$ cat src/rtl/pcileech_pcie_bar_rsp_if.sv
// AXI-stream style rx/tx TLP channels between the PCIe core and the BAR0 responder.
// slave = responder side, master = core/arbiter side.
interface pcileech_pcie_bar_rsp_if;
  logic [63:0] rx_data;
  logic [7:0]  rx_keep;
  logic        rx_last;
  logic        rx_valid;
  logic        rx_ready;
  logic        rx_bar0_hit;
  logic [63:0] tx_data;
  logic [7:0]  tx_keep;
  logic        tx_last;
  logic        tx_valid;
  logic        tx_ready;

  modport slave (
    input  rx_data, rx_keep, rx_last, rx_valid, rx_bar0_hit, tx_ready,
    output rx_ready, tx_data, tx_keep, tx_last, tx_valid
  );
  modport master (
    output rx_data, rx_keep, rx_last, rx_valid, rx_bar0_hit, tx_ready,
    input  rx_ready, tx_data, tx_keep, tx_last, tx_valid
  );
endinterface

$ cat src/rtl/pcileech_pcie_bar_rsp.sv
// BAR0 responder: 1-DW MRd/MWr against a 2^BAR_AW dword RAM, CplD on tx.
// Define PCILEECH_PCIE_BAR_RSP_UR_EN to answer malformed bar-hit MRds with a UR Cpl.
module pcileech_pcie_bar_rsp #(
  parameter int BAR_AW = 6
) (
  input  logic                   clk_pcie,
  input  logic                   rst,
  pcileech_pcie_bar_rsp_if.slave bus,
  input  logic [15:0]            completer_id,
  output logic [15:0]            drop_cnt
);

  typedef enum logic [2:0] {IDLE, HDR2, DRAIN, RD, CPL0, CPL1} state_t;
  state_t st, nxt;

  logic [2:0]  fmt_q, tc_q;
  logic [4:0]  typ_q;
  logic [1:0]  attr_q;
  logic [9:0]  len_q;
  logic [15:0] rid_q;
  logic [7:0]  tag_q;
  logic [3:0]  fbe_q;
  logic        hit_q, rsp_q, ur_q;
  logic [31:0] addr_q, rd_q;
  logic [31:0] ram [0:(1<<BAR_AW)-1];

  logic        rdy, acc, sup_rd, sup_wr, is_ur, drop_inc, hdr_acc;
  logic [11:0] bcnt;
  logic [1:0]  lo_be;

  assign sup_rd = hit_q && fmt_q == 3'b000 && typ_q == 5'd0 && len_q == 10'd1;
  assign sup_wr = hit_q && fmt_q == 3'b010 && typ_q == 5'd0 && len_q == 10'd1;
`ifdef PCILEECH_PCIE_BAR_RSP_UR_EN
  // any bar-hit MRd (3DW or 4DW) that is not a plain 1-DW read
  assign is_ur = hit_q && typ_q == 5'd0 && fmt_q[2:1] == 2'b00 && !sup_rd;
`else
  assign is_ur = 1'b0;
`endif
  assign hdr_acc = (st == HDR2) && acc;

  always_comb begin
    nxt      = st;
    rdy      = !rst && (st == IDLE || st == HDR2 || st == DRAIN);
    acc      = bus.rx_valid && rdy;
    drop_inc = 1'b0;
    case (st)
      IDLE: if (acc) begin
        if (bus.rx_last) drop_inc = 1'b1;
        else             nxt = HDR2;
      end
      HDR2: if (acc) begin
        drop_inc = !(sup_rd || sup_wr || is_ur);
        if (!bus.rx_last)          nxt = DRAIN;
        else if (sup_rd || is_ur)  nxt = RD;
        else                       nxt = IDLE;
      end
      DRAIN: if (acc && bus.rx_last) nxt = rsp_q ? RD : IDLE;
      RD:    nxt = CPL0;
      CPL0:  if (bus.tx_ready) nxt = CPL1;
      CPL1:  if (bus.tx_ready) nxt = IDLE;
      default: nxt = IDLE;
    endcase
  end
  assign bus.rx_ready = rdy;

  always_ff @(posedge clk_pcie) begin
    if (rst) begin
      st       <= IDLE;
      drop_cnt <= '0;
      rsp_q    <= 1'b0;
      ur_q     <= 1'b0;
    end else begin
      st <= nxt;
      if (drop_inc && drop_cnt != 16'hFFFF) drop_cnt <= drop_cnt + 16'd1;
      if (hdr_acc) begin
        rsp_q <= sup_rd || is_ur;
        ur_q  <= is_ur;
      end
    end
  end

  // header/address capture; no reset needed, only consumed after a full header
  always_ff @(posedge clk_pcie) begin
    if (st == IDLE && acc) begin
      fmt_q  <= bus.rx_data[31:29];
      typ_q  <= bus.rx_data[28:24];
      tc_q   <= bus.rx_data[22:20];
      attr_q <= bus.rx_data[13:12];
      len_q  <= bus.rx_data[9:0];
      rid_q  <= bus.rx_data[63:48];
      tag_q  <= bus.rx_data[47:40];
      fbe_q  <= bus.rx_data[35:32];
      hit_q  <= bus.rx_bar0_hit;
    end
    if (hdr_acc) addr_q <= bus.rx_data[31:0];
    if (st == RD) rd_q <= ram[addr_q[BAR_AW+1:2]];
  end

  always_ff @(posedge clk_pcie) begin
    if (hdr_acc && sup_wr)
      for (int i = 0; i < 4; i++)
        if (fbe_q[i]) ram[bus.rx_data[BAR_AW+1:2]][8*i +: 8] <= bus.rx_data[32+8*i +: 8];
  end

  always_comb begin
    casez (fbe_q)
      4'b1??1:                   bcnt = 12'd4;
      4'b01?1, 4'b1?10:          bcnt = 12'd3;
      4'b0011, 4'b0110, 4'b1100: bcnt = 12'd2;
      default:                   bcnt = 12'd1;
    endcase
    casez (fbe_q)
      4'b???1: lo_be = 2'd0;
      4'b??10: lo_be = 2'd1;
      4'b?100: lo_be = 2'd2;
      4'b1000: lo_be = 2'd3;
      default: lo_be = 2'd0;
    endcase
  end

  always_comb begin
    bus.tx_valid = 1'b0;
    bus.tx_last  = 1'b0;
    bus.tx_keep  = 8'h00;
    bus.tx_data  = 64'd0;
    case (st)
      CPL0: begin
        bus.tx_valid = 1'b1;
        bus.tx_keep  = 8'hFF;
        bus.tx_data  = {completer_id, (ur_q ? 3'b001 : 3'b000), 1'b0, (ur_q ? 12'd4 : bcnt),
                        (ur_q ? 3'b000 : 3'b010), 5'b01010, 1'b0, tc_q, 4'b0, 2'b00, attr_q,
                        2'b00, (ur_q ? 10'd0 : 10'd1)};
      end
      CPL1: begin
        bus.tx_valid = 1'b1;
        bus.tx_last  = 1'b1;
        bus.tx_keep  = ur_q ? 8'h0F : 8'hFF;
        bus.tx_data  = {(ur_q ? 32'd0 : rd_q), rid_q, tag_q, 1'b0, addr_q[6:2], lo_be};
      end
      default: ;
    endcase
  end

  logic unused_ok;
  assign unused_ok = ^{bus.rx_keep, bus.rx_data, addr_q};

endmodule

$ cat src/flat_wrapper.sv
// flat-port wrapper written by rule: the top's interface ports become plain ports
module pcileech_pcie_bar_rsp_flat 
#(
  parameter int BAR_AW = 6
)
  (clk_pcie, rst, completer_id, drop_cnt, bus_rx_data, bus_rx_keep, bus_rx_last, bus_rx_valid, bus_rx_bar0_hit, bus_tx_ready, bus_rx_ready, bus_tx_data, bus_tx_keep, bus_tx_last, bus_tx_valid);
  pcileech_pcie_bar_rsp_if bus_i ();
  input  logic clk_pcie;
  input  logic rst;
  input  logic [15:0] completer_id;
  output logic [15:0] drop_cnt;
  input wire logic [$bits(bus_i.rx_data)-1:0] bus_rx_data;
  input wire logic [$bits(bus_i.rx_keep)-1:0] bus_rx_keep;
  input wire logic [$bits(bus_i.rx_last)-1:0] bus_rx_last;
  input wire logic [$bits(bus_i.rx_valid)-1:0] bus_rx_valid;
  input wire logic [$bits(bus_i.rx_bar0_hit)-1:0] bus_rx_bar0_hit;
  input wire logic [$bits(bus_i.tx_ready)-1:0] bus_tx_ready;
  output wire logic [$bits(bus_i.rx_ready)-1:0] bus_rx_ready;
  output wire logic [$bits(bus_i.tx_data)-1:0] bus_tx_data;
  output wire logic [$bits(bus_i.tx_keep)-1:0] bus_tx_keep;
  output wire logic [$bits(bus_i.tx_last)-1:0] bus_tx_last;
  output wire logic [$bits(bus_i.tx_valid)-1:0] bus_tx_valid;
  assign bus_i.rx_data = bus_rx_data;
  assign bus_i.rx_keep = bus_rx_keep;
  assign bus_i.rx_last = bus_rx_last;
  assign bus_i.rx_valid = bus_rx_valid;
  assign bus_i.rx_bar0_hit = bus_rx_bar0_hit;
  assign bus_i.tx_ready = bus_tx_ready;
  assign bus_rx_ready = bus_i.rx_ready;
  assign bus_tx_data = bus_i.tx_data;
  assign bus_tx_keep = bus_i.tx_keep;
  assign bus_tx_last = bus_i.tx_last;
  assign bus_tx_valid = bus_i.tx_valid;
  pcileech_pcie_bar_rsp #(.BAR_AW(BAR_AW)) u_core (.clk_pcie(clk_pcie), .rst(rst), .bus(bus_i), .completer_id(completer_id), .drop_cnt(drop_cnt));
endmodule
$ cat config.mk
export PLATFORM = sky130hd
export DESIGN_NAME = pcileech_pcie_bar_rsp_flat
export DESIGN_NICKNAME = d
export VERILOG_FILES = /design/src/rtl/pcileech_pcie_bar_rsp_if.sv /design/src/rtl/pcileech_pcie_bar_rsp.sv /design/src/flat_wrapper.sv
export SDC_FILE = /design/constraint.sdc
export NUM_CORES = 2
export LEC_CHECK = 0
export CAP_MARGIN = 40
export CORE_ASPECT_RATIO = 1.75
export CORE_MARGIN = 2
export CORE_UTILIZATION = 33
export DETAILED_ROUTE_END_ITERATION = 6
export PLACE_DENSITY = 0.5
export SYNTH_ARGS = -nofsm -noshare
export SYNTH_HDL_FRONTEND = slang
export SYNTH_SLANG_ARGS = --single-unit
$ cat constraint.sdc
create_clock -name clk_pcie -period 6.35 [get_ports clk_pcie]
set_input_delay 1.27 -clock clk_pcie [delete_from_list [all_inputs] [get_ports clk_pcie]]
set_output_delay 1.27 -clock clk_pcie [all_outputs]
set_load 0.005 [all_outputs]
==> impl_metrics.py <==
metrics = {
    "clock_network": {
        "cts_tree": "built",
        "clk_latency_ns": 0.86,
        "cts.sinks": 2158,
        "cts_resized": 0,
        "cts_setup_buffers": 0,
        "cts-root-buf": "clkbuf_16",
        "path_clk_slew_ns": 0.07,
        "holdBufCountCts": 0,
        "cts_buffer_depth": 4,
        "cts_buffers": 192,
        "cts_max_level": 4,
    },
    "layout": {
        "final_core_util": 0.382,
        "finish.net_count": 4580,
        "fin_area_um2": 97100,
        "drive_above_1_share": 0.226,
        "syn2layout_area_growth_pct": 15.0,
        "final_common_cell": "edfxtp_1",
        "final_cell_mix": "2138 x edfxtp_1, 467 x mux4_2, 347 x nor2_1, 245 x mux2i_1, 199 x buf_4",
    },
    "placed_design": {
        "place_congestion": 0.831,
        "place.port_buffers": 166,
        "dp_hpwl_um": 166000,
        "post-place-ws_ns": 1.46,
        "dpl_cell_area_um2": 91100,
    },
    "timing": {
        "setup_ws_ns": 1.47,
        "relSlewSlack": 0.328,
        "rsz0062_at_grt": "false",
        "setup_tns_ns": 0,
        "fmax_mhz": 205,
        "final_hold_viol_count": 0,
        "period_needed_ns": 4.88,
        "max_slew.worst_pin.slew_ns": 0.997,
        "post-route-period-util": 0.768,
        "clock_skew_ns": 0.0689,
        "setup_viol": 0,
        "maxSlewViolCount": 0,
    },
    "synthesis": {
        "ys_warn_count": 0,
        "synth-seq-cells": 2158,
        "syn_inst": 4130,
        "syn_area_per_cell_um2": 20.4,
        "synth_flop_cell": "edfxtp_1",
        "synth_edf_count": 2138,
        "ys_seq_area_frac": 0.765,
        "synth_cell_types": 65,
        "netlist_area_um2": 84400,
        "synth_nets": 4225,
        "async_flop_share": 0,
    },
    "setup_path": {
        "crit_path_max_fanout": 29,
        "crit_required_ns": 5.08,
        "crit_path_end_kind": "output pin",
        "critPathKind": "reg2out",
        "worstPathArrival_ns": 3.61,
        "r2r_setup_slack_ns": 2.18,
        "start_kind": "flop",
    },
    "global_routing": {
        "grt_first_pass_wirelength_um": 348000,
        "grt_antenna_before_repair": 12,
        "grt.total_usage": 0.192,
        "grt_pass1_vias": 43600,
        "grt_overflow_total": 0,
        "grt_max_degree": 98,
    },
    "floorplan": {
        "die_height_um": 673,
        "start_util": 0.332,
        "dieWidth_um": 386,
        "core_area_um2": 254000,
        "io_pins": 185,
        "dieArea_um2": 260000,
        "rows": 245,
    },
    "detailed_routing": {
        "via_per_inst": 5.27,
        "firstDrtPassIters": 6,
        "wl_um": 252000,
        "wl_per_cell_um": 31.7,
        "drc_errors": 0,
        "antenna_left": 0,
        "num_vias": 42000,
        "initialDrtViolationCount": 3667,
    },
    "min_path": {
        "hp-class": "reg2reg",
    },
    "power_and_ir_drop": {
        "power_mw": 27.8,
        "power_density_nw_per_um2": 286,
        "power_leakage_nw": 30.2,
        "irDropWorstVdd_v": 0.000247,
    },
    "outcome": {
        "run_status": "finished, final reports clean",
    },
    "flow_run": {
        "max_cap_viol_count": 0,
    },
}
==> metrics by stage <==
stage | instances | hold WS, ns
2_1_floorplan | 4130 | 0.447
3_3_place_gp | 7531 | 0.468
5_1_grt | 7962 | 0.528
6_report | 7973 | 0.505
4_1_cts | 7958 | 0.506
3_5_place_dp | 7622 | 0.490
==> Yosys cell counts (all sizes together) (7+ instances only) <==
cell type / count / share of area
edfxtp: 2138 / 0.76
nor4: 7 / 0.00070
buf: 179 / 0.014
clkbuf: 81 / 0.0036
a221oi: 36 / 0.0037
dfxtp: 20 / 0.0047
a211oi: 24 / 0.0021
and3: 36 / 0.0027
a31oi: 17 / 0.0013
o22a: 12 / 0.0012
mux2i: 245 / 0.029
nand2: 141 / 0.0064
a22oi: 60 / 0.0053
o21a: 18 / 0.0017
o31ai: 7 / 0.00079
o22ai: 38 / 0.0028
o221ai: 13 / 0.0013
nor2: 350 / 0.016
nor3: 27 / 0.0016
mux4: 467 / 0.12
o21ai: 68 / 0.0040
a311o: 17 / 0.0020
nand3: 10 / 0.00059
a21oi: 41 / 0.0024
nor2b: 11 / 0.00082
inv: 9 / 0.00040
==> sequential cells by signal, summed over array words and instances (netlist names) <==
signal and cells:
u_core.typ_q 5, u_core.st 3, u_core.len_q 10, u_core.tag_q 8
u_core.rid_q 16, u_core.hit_q 1, u_core.rsp_q 1, u_core.attr_q 2
u_core.rd_q 32, u_core.tc_q 3, u_core.drop_cnt 16, u_core.fmt_q 3
u_core.addr_q 6, u_core.ram 2048, u_core.fbe_q 4
==> layout make-up <==
cell class | instances | area (µm²)
clock inverters | 106 | 931
well taps | 3334 | 4170
repair buffers | 421 | 3950
inverters | 10 | 37.5
flip-flops and latches | 2158 | 64600
multi-input cells | 1702 | 18300
clock buffers | 230 | 5010
diodes | 12 | 30.0
fillers | 23200 | 157000
==> path summary, 6_finish.rpt <==
check / from / end / depth (start not counted)
worst max-delay path: u_core.addr_q[4]$_DFFE_PN_ / bus_tx_data[4] / 4
worst min-delay path: u_core.drop_cnt[12]$_SDFFE_PP0P_ / u_core.drop_cnt[12]$_SDFFE_PP0P_ / 1
worst max register to register: u_core.typ_q[3]$_DFFE_PP_ / u_core.ram[22][14]$_DFFE_PP_ / 6
worst min register to register: u_core.drop_cnt[12]$_SDFFE_PP0P_ / u_core.drop_cnt[12]$_SDFFE_PP0P_ / 1
==> where the power goes <==
group          leakage (nW)  total [mW]  switching (mW)  internal [mW]
clock network          2.91        11.5            5.20           6.30
registers              19.4        15.7          0.0209           15.7
logic                  7.93       0.626           0.464          0.162
total                  30.2        27.8            5.69           22.1
==> cell families after synthesis <==
logic type	synth area share
mux	0.154
flops	0.765
buf+inv	0.0180
compound gates	0.0305
other cells	0.0000444
fa+ha+maj	0.000148
xor+xnor	0.000104
simple gates	0.0321
==> critical path, cell delays in order, from the launching register on <==
cell and delay (ns):
edfxtp_1 0.80, buf_4 0.52, buf_4 0.58, and3_1 0.26, clkdlybuf4s50_1 0.50
==> per-layer routing <==
metal / wire length (µm) / track usage / part of all wire
met5: 27 / 0 / 0.00011
met4: 16700 / 0.110 / 0.066
met3: 13100 / 0.0262 / 0.052
met2: 130000 / 0.338 / 0.52
met1: 92300 / 0.222 / 0.37
Power figures use the tool's default switching activity.
